$ cat config.mk
export PLATFORM = sky130hd
export DESIGN_NAME = event_count_ctrl
export DESIGN_NICKNAME = d
export VERILOG_FILES = /design/src/rtl/event_count_ctrl.sv
export SDC_FILE = /design/constraint.sdc
export NUM_CORES = 1
export LEC_CHECK = 0
export BUFFER_PORTS_ARGS = -buffer_cell sky130_fd_sc_hd__clkbuf_2
export CAP_MARGIN = 20
export CORE_AREA = 2 2 101 103
export CTS_CLUSTER_SIZE = 16
export DETAILED_ROUTE_END_ITERATION = 8
export DIE_AREA = 0 0 103 105
export HOLD_SLACK_MARGIN = 0.03
export MAX_ROUTING_LAYER = met4
export PLACE_DENSITY = 0.48
export SETUP_SLACK_MARGIN = 0.5
export SLEW_MARGIN = 30
export SYNTH_ARGS = -nofsm -noshare
export SYNTH_HDL_FRONTEND = slang
export SYNTH_SLANG_ARGS = --single-unit
$ cat constraint.sdc
create_clock -name clk -period 4.8 [get_ports clk]
set_input_delay 0.24 -clock clk [delete_from_list [all_inputs] [get_ports clk]]
set_output_delay 0.24 -clock clk [all_outputs]
set_load 0.02 [all_outputs]
$ cat src/rtl/event_count_ctrl.sv
// Front-end controller for the 4-bit event counter: synchronizes and debounces the
// event and clear keys, adds hold-to-repeat and optional saturation, and emits one-cycle commands.
module event_count_ctrl #(
    parameter int unsigned DB_CYCLES     = 500000,
    parameter int unsigned REPEAT_DELAY  = 25000000,
    parameter int unsigned REPEAT_PERIOD = 5000000,
    parameter bit          REPEAT_EN     = 1'b1,
    parameter bit          SATURATE      = 1'b1
) (
    input  logic       clk,
    input  logic       rst,
    input  logic       key_n,
    input  logic       clr_n,
    input  logic       dir,
    input  logic       at_max,
    input  logic       at_min,
    output logic       inc_pulse,
    output logic       dec_pulse,
    output logic       clr_pulse,
    output logic       held,
    output logic [2:0] state_o
);

    localparam int unsigned DB_W    = $clog2(DB_CYCLES);
    localparam int unsigned RPT_MAX = (REPEAT_DELAY > REPEAT_PERIOD) ? REPEAT_DELAY : REPEAT_PERIOD;
    localparam int unsigned RPT_W   = $clog2(RPT_MAX);

    localparam logic [DB_W-1:0]  DB_LAST    = DB_W'(DB_CYCLES - 1);
    localparam logic [RPT_W-1:0] DELAY_LAST = RPT_W'(REPEAT_DELAY - 1);
    localparam logic [RPT_W-1:0] PERIOD_LAST = RPT_W'(REPEAT_PERIOD - 1);

    typedef enum logic [2:0] {
        S_IDLE       = 3'd0,
        S_PRESS_DB   = 3'd1,
        S_HELD       = 3'd2,
        S_REPEAT     = 3'd3,
        S_RELEASE_DB = 3'd4
    } state_t;

    state_t           state_q, state_d;
    logic [DB_W-1:0]  db_cnt_q, db_cnt_d;
    logic [RPT_W-1:0] rpt_cnt_q, rpt_cnt_d;
    logic [1:0]       key_sync_q;
    logic [1:0]       clr_sync_q;
    logic             clr_prev_q;
    logic             inc_q, dec_q, clr_q, held_q;
    logic             key_s;
    logic             clr_fall_s;
    logic             event_s;
    logic             inc_d, dec_d, held_d;

    // Synchronizers preset to "released" so reset exit never looks like a press.
    always_ff @(posedge clk or negedge rst) begin
        if (!rst) begin
            key_sync_q <= 2'b11;
            clr_sync_q <= 2'b11;
            clr_prev_q <= 1'b1;
        end else begin
            key_sync_q <= {key_sync_q[0], key_n};
            clr_sync_q <= {clr_sync_q[0], clr_n};
            clr_prev_q <= clr_sync_q[1];
        end
    end

    assign key_s      = ~key_sync_q[1];
    assign clr_fall_s = clr_prev_q & ~clr_sync_q[1];

    // FSM state and debounce/repeat counters.
    always_ff @(posedge clk or negedge rst) begin
        if (!rst) begin
            state_q   <= S_IDLE;
            db_cnt_q  <= '0;
            rpt_cnt_q <= '0;
        end else begin
            state_q   <= state_d;
            db_cnt_q  <= db_cnt_d;
            rpt_cnt_q <= rpt_cnt_d;
        end
    end

    // Next-state logic; event_s marks the edge that decides a command.
    always_comb begin
        state_d   = state_q;
        db_cnt_d  = db_cnt_q;
        rpt_cnt_d = rpt_cnt_q;
        event_s   = 1'b0;
        case (state_q)
            S_IDLE: begin
                if (key_s) begin
                    state_d  = S_PRESS_DB;
                    db_cnt_d = '0;
                end else begin
                    state_d = S_IDLE;
                end
            end
            S_PRESS_DB: begin
                if (!key_s) begin
                    state_d = S_IDLE;
                end else if (db_cnt_q == DB_LAST) begin
                    state_d   = S_HELD;
                    rpt_cnt_d = '0;
                    event_s   = 1'b1;
                end else begin
                    db_cnt_d = db_cnt_q + DB_W'(1);
                end
            end
            S_HELD: begin
                if (!key_s) begin
                    state_d  = S_RELEASE_DB;
                    db_cnt_d = '0;
                end else if (REPEAT_EN && (rpt_cnt_q == DELAY_LAST)) begin
                    state_d   = S_REPEAT;
                    rpt_cnt_d = '0;
                    event_s   = 1'b1;
                end else if (rpt_cnt_q != DELAY_LAST) begin
                    rpt_cnt_d = rpt_cnt_q + RPT_W'(1);
                end else begin
                    // Repeat disabled: park the counter at its limit.
                    rpt_cnt_d = rpt_cnt_q;
                end
            end
            S_REPEAT: begin
                if (!key_s) begin
                    state_d  = S_RELEASE_DB;
                    db_cnt_d = '0;
                end else if (rpt_cnt_q == PERIOD_LAST) begin
                    rpt_cnt_d = '0;
                    event_s   = 1'b1;
                end else begin
                    rpt_cnt_d = rpt_cnt_q + RPT_W'(1);
                end
            end
            S_RELEASE_DB: begin
                if (key_s) begin
                    state_d   = S_HELD;
                    rpt_cnt_d = '0;
                end else if (db_cnt_q == DB_LAST) begin
                    state_d = S_IDLE;
                end else begin
                    db_cnt_d = db_cnt_q + DB_W'(1);
                end
            end
            default: begin
                state_d   = S_IDLE;
                db_cnt_d  = '0;
                rpt_cnt_d = '0;
            end
        endcase
    end

    // Clear wins over a coincident event; saturation only masks the pulse.
    always_comb begin
        inc_d  = event_s & ~dir & ~(SATURATE & at_max) & ~clr_fall_s;
        dec_d  = event_s & dir & ~(SATURATE & at_min) & ~clr_fall_s;
        held_d = (state_d == S_HELD) || (state_d == S_REPEAT) || (state_d == S_RELEASE_DB);
    end

    // Registered command outputs.
    always_ff @(posedge clk or negedge rst) begin
        if (!rst) begin
            inc_q  <= 1'b0;
            dec_q  <= 1'b0;
            clr_q  <= 1'b0;
            held_q <= 1'b0;
        end else begin
            inc_q  <= inc_d;
            dec_q  <= dec_d;
            clr_q  <= clr_fall_s;
            held_q <= held_d;
        end
    end

    assign inc_pulse = inc_q;
    assign dec_pulse = dec_q;
    assign clr_pulse = clr_q;
    assign held      = held_q;
    assign state_o   = state_q;

endmodule

-- Word level (Yosys, flattened, before mapping)
Cells that the tools add are included.
- word-level logic and storage cells: 82
- output and inout bits: 7
- bits in registers: 56
- bits of input ports: 7
- bitwise operators: 13
- add/subtract/negate cells: 2
- reduce and logical (&&, ||, !) cells: 6
- mux-type cells: 31
- equal/unequal tests: 20
- operators with widths (cell ; number):
    2-to-1 mux 25 bit ; 8
    case mux 25 bit (5 select lines) ; 1
    2-to-1 mux 19 bit ; 5
    case mux 19 bit (4 select lines) ; 1
    adder 25 x 1 -> 25 bit, second input constant ; 1
    == test 25 x 23 -> 1 bit, second input constant ; 1
    == test 25 bit, second input constant ; 1
    inequality test 25 bit, second input constant ; 1
    2-to-1 mux 3 bit ; 7
    adder 19 x 1 -> 19 bit, second input constant ; 1
    == test 19 bit, second input constant ; 1
    case mux 3 bit (5 select lines) ; 1
    inequality test 2 bit, second input constant ; 7
    == test 3 x 2 -> 1 bit, second input constant ; 4
    bitwise AND 1 bit ; 7
    2-to-1 mux 1 bit ; 7
    AND reduction 7 bit ; 1
    == test 3 bit, second input constant ; 2
    inverter 1 bit ; 6
    AND reduction 4 bit ; 1
    == test 3 x 1 -> 1 bit, second input constant ; 1
    logical NOT 3 bit ; 1
    inequality test 3 bit, second input constant ; 1
    case mux 1 bit (3 select lines) ; 1
    other kinds (3) ; 4

-- Logic depth before layout (Yosys ltp)
- depth after elaboration: 7
- depth in mapped cells: 9
- depth with buffers taken out: 6

-- Worst setup path before layout
OpenSTA, ideal clock, no wires.
- path kind: register to register
- start point: reg state_q[0], in the netlist state_o[0]
- end point: reg rpt_cnt_q[18]
- slack: 2659 ps
- required time: 4668 ps
- cell stages (with the launch flop): 8
- setup time: 132 ps
- data arrival time: 2010 ps
- buffers on the path: 2
- period minus slack after synthesis: 2141 ps
- path through: dfrtp_1 buf_2 or4b_1 nor3_1 a31oi_2 buf_6 a32oi_1 o31ai_1
- word-level cells in the longest chain between the ends: 3
- elaborated cells on any way between the ends: 14
- classes of those cells: eq/ne: 10; mux: 1; bitwise: 1; reduce/logical: 2
- ends and longest elaborated chain (item ; line ; source):
    start, declared ; 40 ; state_t state_q, state_d;
    start signal, assigned ; 75 ; state_q <= state_d;
    == test 3 x 2 -> 1 bit, or another cell as far along ; 87 ; case (state_q)
    inequality test 3 bit (no line), or another cell as far along ; n/a ;
    AND reduction 7 bit (no line) ; n/a ;
    end signal, assigned ; 77 ; rpt_cnt_q <= rpt_cnt_d;
    end, declared ; 42 ; logic [RPT_W-1:0] rpt_cnt_q, rpt_cnt_d;
Several ways; a longest one is shown, not always the timed one.
A chain may end at the register's enable or synchronous reset.

-- Worst setup path in the final report
- start point: reg rpt_cnt_q[0]
- end point: reg rpt_cnt_q[13]
- word-level cells in the longest chain between the ends: 5
- elaborated cells on any way between the ends: 12
- classes of those cells: add/sub: 1; eq/ne: 4; mux: 6; reduce/logical: 1
- ends and longest elaborated chain (item ; line ; source):
    adder 25 x 1 -> 25 bit ; 116, 130 ;
    2-to-1 mux 25 bit ; 115 ; end else if (rpt_cnt_q != DELAY_LAST) begin
    2-to-1 mux 25 bit ; 111 ; end else if (REPEAT_EN && (rpt_cnt_q == DELAY_LAST)) begin
    2-to-1 mux 25 bit ; 108 ; if (!key_s) begin
    case mux 25 bit (5 select lines) ; 87 ;
Several ways; a longest one is shown, not always the timed one. The select of a mux whose other input is x is not followed.

==> impl_metrics.tcl <==
set metrics [dict create \
    run_status "finished, final reports clean" \
    critPathRequiredTime_ns 5.01 \
    final_layout_size_suffix_gt1_frac 0.132 \
    syn-cell-area_um2 3310 \
    flow.area_growth_from_synthesis_pct 8.43 \
    vias_in_the_first_global_route 2693 \
    grt_use_total 0.160 \
    final_antenna_net_count 0 \
    startpoint_type "flip-flop" \
    hpwl_mm 5.19 \
    crit_slowest_cell "nand3_2" \
    drv_slew 0 \
    area.sequential_um2 1410 \
    ctsRootBufferMaster "clkbuf_8" \
    ff_latch_count_synth 56 \
    hold_viol 0 \
    netlist.area_leader.share 0.385 \
    p_leak_nw 1.38 \
    synth_top_cell_by_area "dfrtp_1" \
    timing.final.crit_period_ns 2.80 \
    fill_cells 1014 \
    gr-usage-met1 0.224 \
    antenna_violations_before_repair 0 \
    net_count_synth 366 \
    slowest_cell_delay_on_critical_path_ns 0.59 \
    grt_first_pass_wirelength_mm 13.7 \
    numCtsBuffers 5 \
    final_cell_utilization_of_the_core 0.372 \
    period_share 0.584 \
    worst-slew-pin-transition_ns 0.766 \
    clk_skew_ns 0.0163 \
    route.vias.total 2770 \
    drt_pass1_iterations 4 \
    die-width_um 103 \
    synthTopCellsByCount "51 x dfrtp_1, 30 x nand2_1, 20 x nand4_1, 20 x nor2_1, 17 x nand3_1" \
    remaining_drc_errors 0 \
    drv.max_cap_violation_count 0 \
    vdd_ir_drop_max_uv 115 \
    drt-initial-drc-count 141 \
    yosys_warn_count 0 \
    routed_wl_per_cell_um 16.2 \
    synth_most_common_cell "dfrtp_1" \
    number_of_nets_in_the_layout 371 \
    synth.area.top_cells "dfrtp_1 39%, dfstp_2 4.0%, nand4_1 3.8%" \
    ioPinCount 14 \
    synth-async-reset-ratio 1.00 \
    path_cells "ha_1, nand3_1, nor4_1, nand3_2, nand3b_4, o311ai_1" \
    cts-htree-levels 2 \
    fp.dieH_um 105 \
    crit_arrival_ns 3.02 \
    worstSkewPairLatency_ns 0.33 \
    antennaDiodeCount 0 \
    drt-vias-per-instance 5.58 \
    grt_setup_unrepaired "false" \
    die-area_um2 10800 \
    tritoncts "built" \
    post_cts_hold_buffer_count 2 \
    met3_usage 0.0201 \
    post_cts_resized 0 \
    grt_start_max_net_pins 57 \
    placeableCoreArea_um2 9640 \
    yosys.cell_types.count 58 \
    clk_pin_slew_ns 0.13 \
    rows 36 \
    slew_headroom 0.489 \
    post_cts_buffers 0 \
    max_freq_mhz 357 \
    critical_path.endpoint_type "flip-flop" \
    cts.sink_count 56 \
    portBuffers 13 \
    synth.yosys.seq_area_share 0.425 \
    worstPathMaxFanout 24 \
    synthesis.area_per_instance_um2 9.27 \
    power_density_nw_per_um2 227 \
    use_met2 0.249 \
    post_synth_inst_count 357 \
    ys.flop_type "dfrtp_1" \
    tns_ns 0 \
    synth_edf_count 0 \
    initial_core_util 0.343 \
    setup.worst_path.class "reg -> reg" \
    setup_violations 0 \
    gp_congestion 0.765 \
    hp-class "in -> reg" \
    globalRoute.busiestLayer "met2" \
    globalRoute.totalOverflow 0 \
    multi_input_area_um2 1730 \
    ctsLongestPathBuffers 2 \
    routed_wirelength_mm 8.03 \
]
sequential cells by signal, indices dropped and copies added (netlist names), 2 cells and up:
signal / cells
clr_sync_q: 2
db_cnt_q: 19
key_sync_q: 2
rpt_cnt_q: 25
state_o: 3
stage by stage:
stage	setup slack (ns)	power (mW)	hold slack (ns)	std cells	instance area (um^2)
CTS	2.00	0.829	0.0386	496	3590
finish	2.00	0.815	0.0469	496	3590
global placement	2.11	0.526	0.332	486	3470
global route	1.69	0.848	0.0476	496	3590
detailed placement	2.03	0.526	0.332	486	3470
floorplan	2.66	0.506	-0.0556	357	3310
cell usage in the layout, fill, tap and decap left out, drive strengths merged, types with 4 or more instances in the layout:
cell     synthesis  routed
a21boi           5       5
a21oi           11      11
a31oi            9       9
a32oi           12      12
and2            10      10
and3             7       7
and4             7       7
buf             14       7
clkbuf          10      18
dfrtp           51      51
dfstp            5       5
inv             14      17
nand2           30      30
nand3           18      18
nand4           20      20
nor2            20      20
nor3             5       5
nor4             9       9
o2111ai          6       6
o211ai           5       5
o21ai           14      14
o22ai            4       4
o31ai           15      15
or2              4       4
or4              7       7
xor2             7       7
cell families after synthesis:
logic type               synth area share
multiplexers                      0.00302
flip-flops                          0.425
adder cells (fa/ha/maj)           0.00756
AO/OA/AOI/OAI                       0.215
XOR/XNOR                           0.0212
buffers and inverters              0.0540
AND/OR/NAND/NOR                     0.274
metal layers:
metal	vias up	share of wire
met2	30	0.47
met1	1353	0.50
met5	-	0
met3	8	0.018
li1	1379	-
met4	0	0.011
worst paths after layout:
| check | from | end | slack [ns] | depth (start not counted) |
|---|---|---|---|---|
| max | rpt_cnt_q[0]$_DFFE_PN0P_ | rpt_cnt_q[13]$_DFFE_PN0P_ | 2.00 | 6 |
| min | at_max | inc_pulse$_DFF_PN0_ | 0.05 | 2 |
| max reg2reg | rpt_cnt_q[0]$_DFFE_PN0P_ | rpt_cnt_q[13]$_DFFE_PN0P_ | 2.00 | 6 |
| min reg2reg | clr_sync_q[0]$_DFF_PN1_ | clr_sync_q[1]$_DFF_PN1_ | 0.37 | 0 |
| max in group asynchronous | rst | db_cnt_q[1]$_DFFE_PN0P_ | 4.24 | 2 |
| min in group asynchronous | rst | rpt_cnt_q[9]$_DFFE_PN0P_ | 0.06 | 2 |
where the power goes:
group,switching (mW),internal [mW]
clock,0.187,0.111
sequential,0.00534,0.478
combinational,0.0231,0.0103
final cells by class:
cell class                      count  area share
Inverter                           14      0.0146
Multi-Input combinational cell    263       0.481
Timing Repair Buffer               22      0.0383
Sequential cell                    56       0.392
Clock buffer                        5      0.0192
Clock inverter                      3     0.00802
Tap cell                          133      0.0464
worst max-delay path, delay by kind of cell, from the launching register on:
kind / cells / cell delay (ns)
adders and majority gates: 1 / 0.23
and+or+nand+nor: 4 / 1.87
DFF: 1 / 0.43
AOI/OAI and AO/OA: 1 / 0.15
No activity file was read; power rests on OpenSTA's default activity.
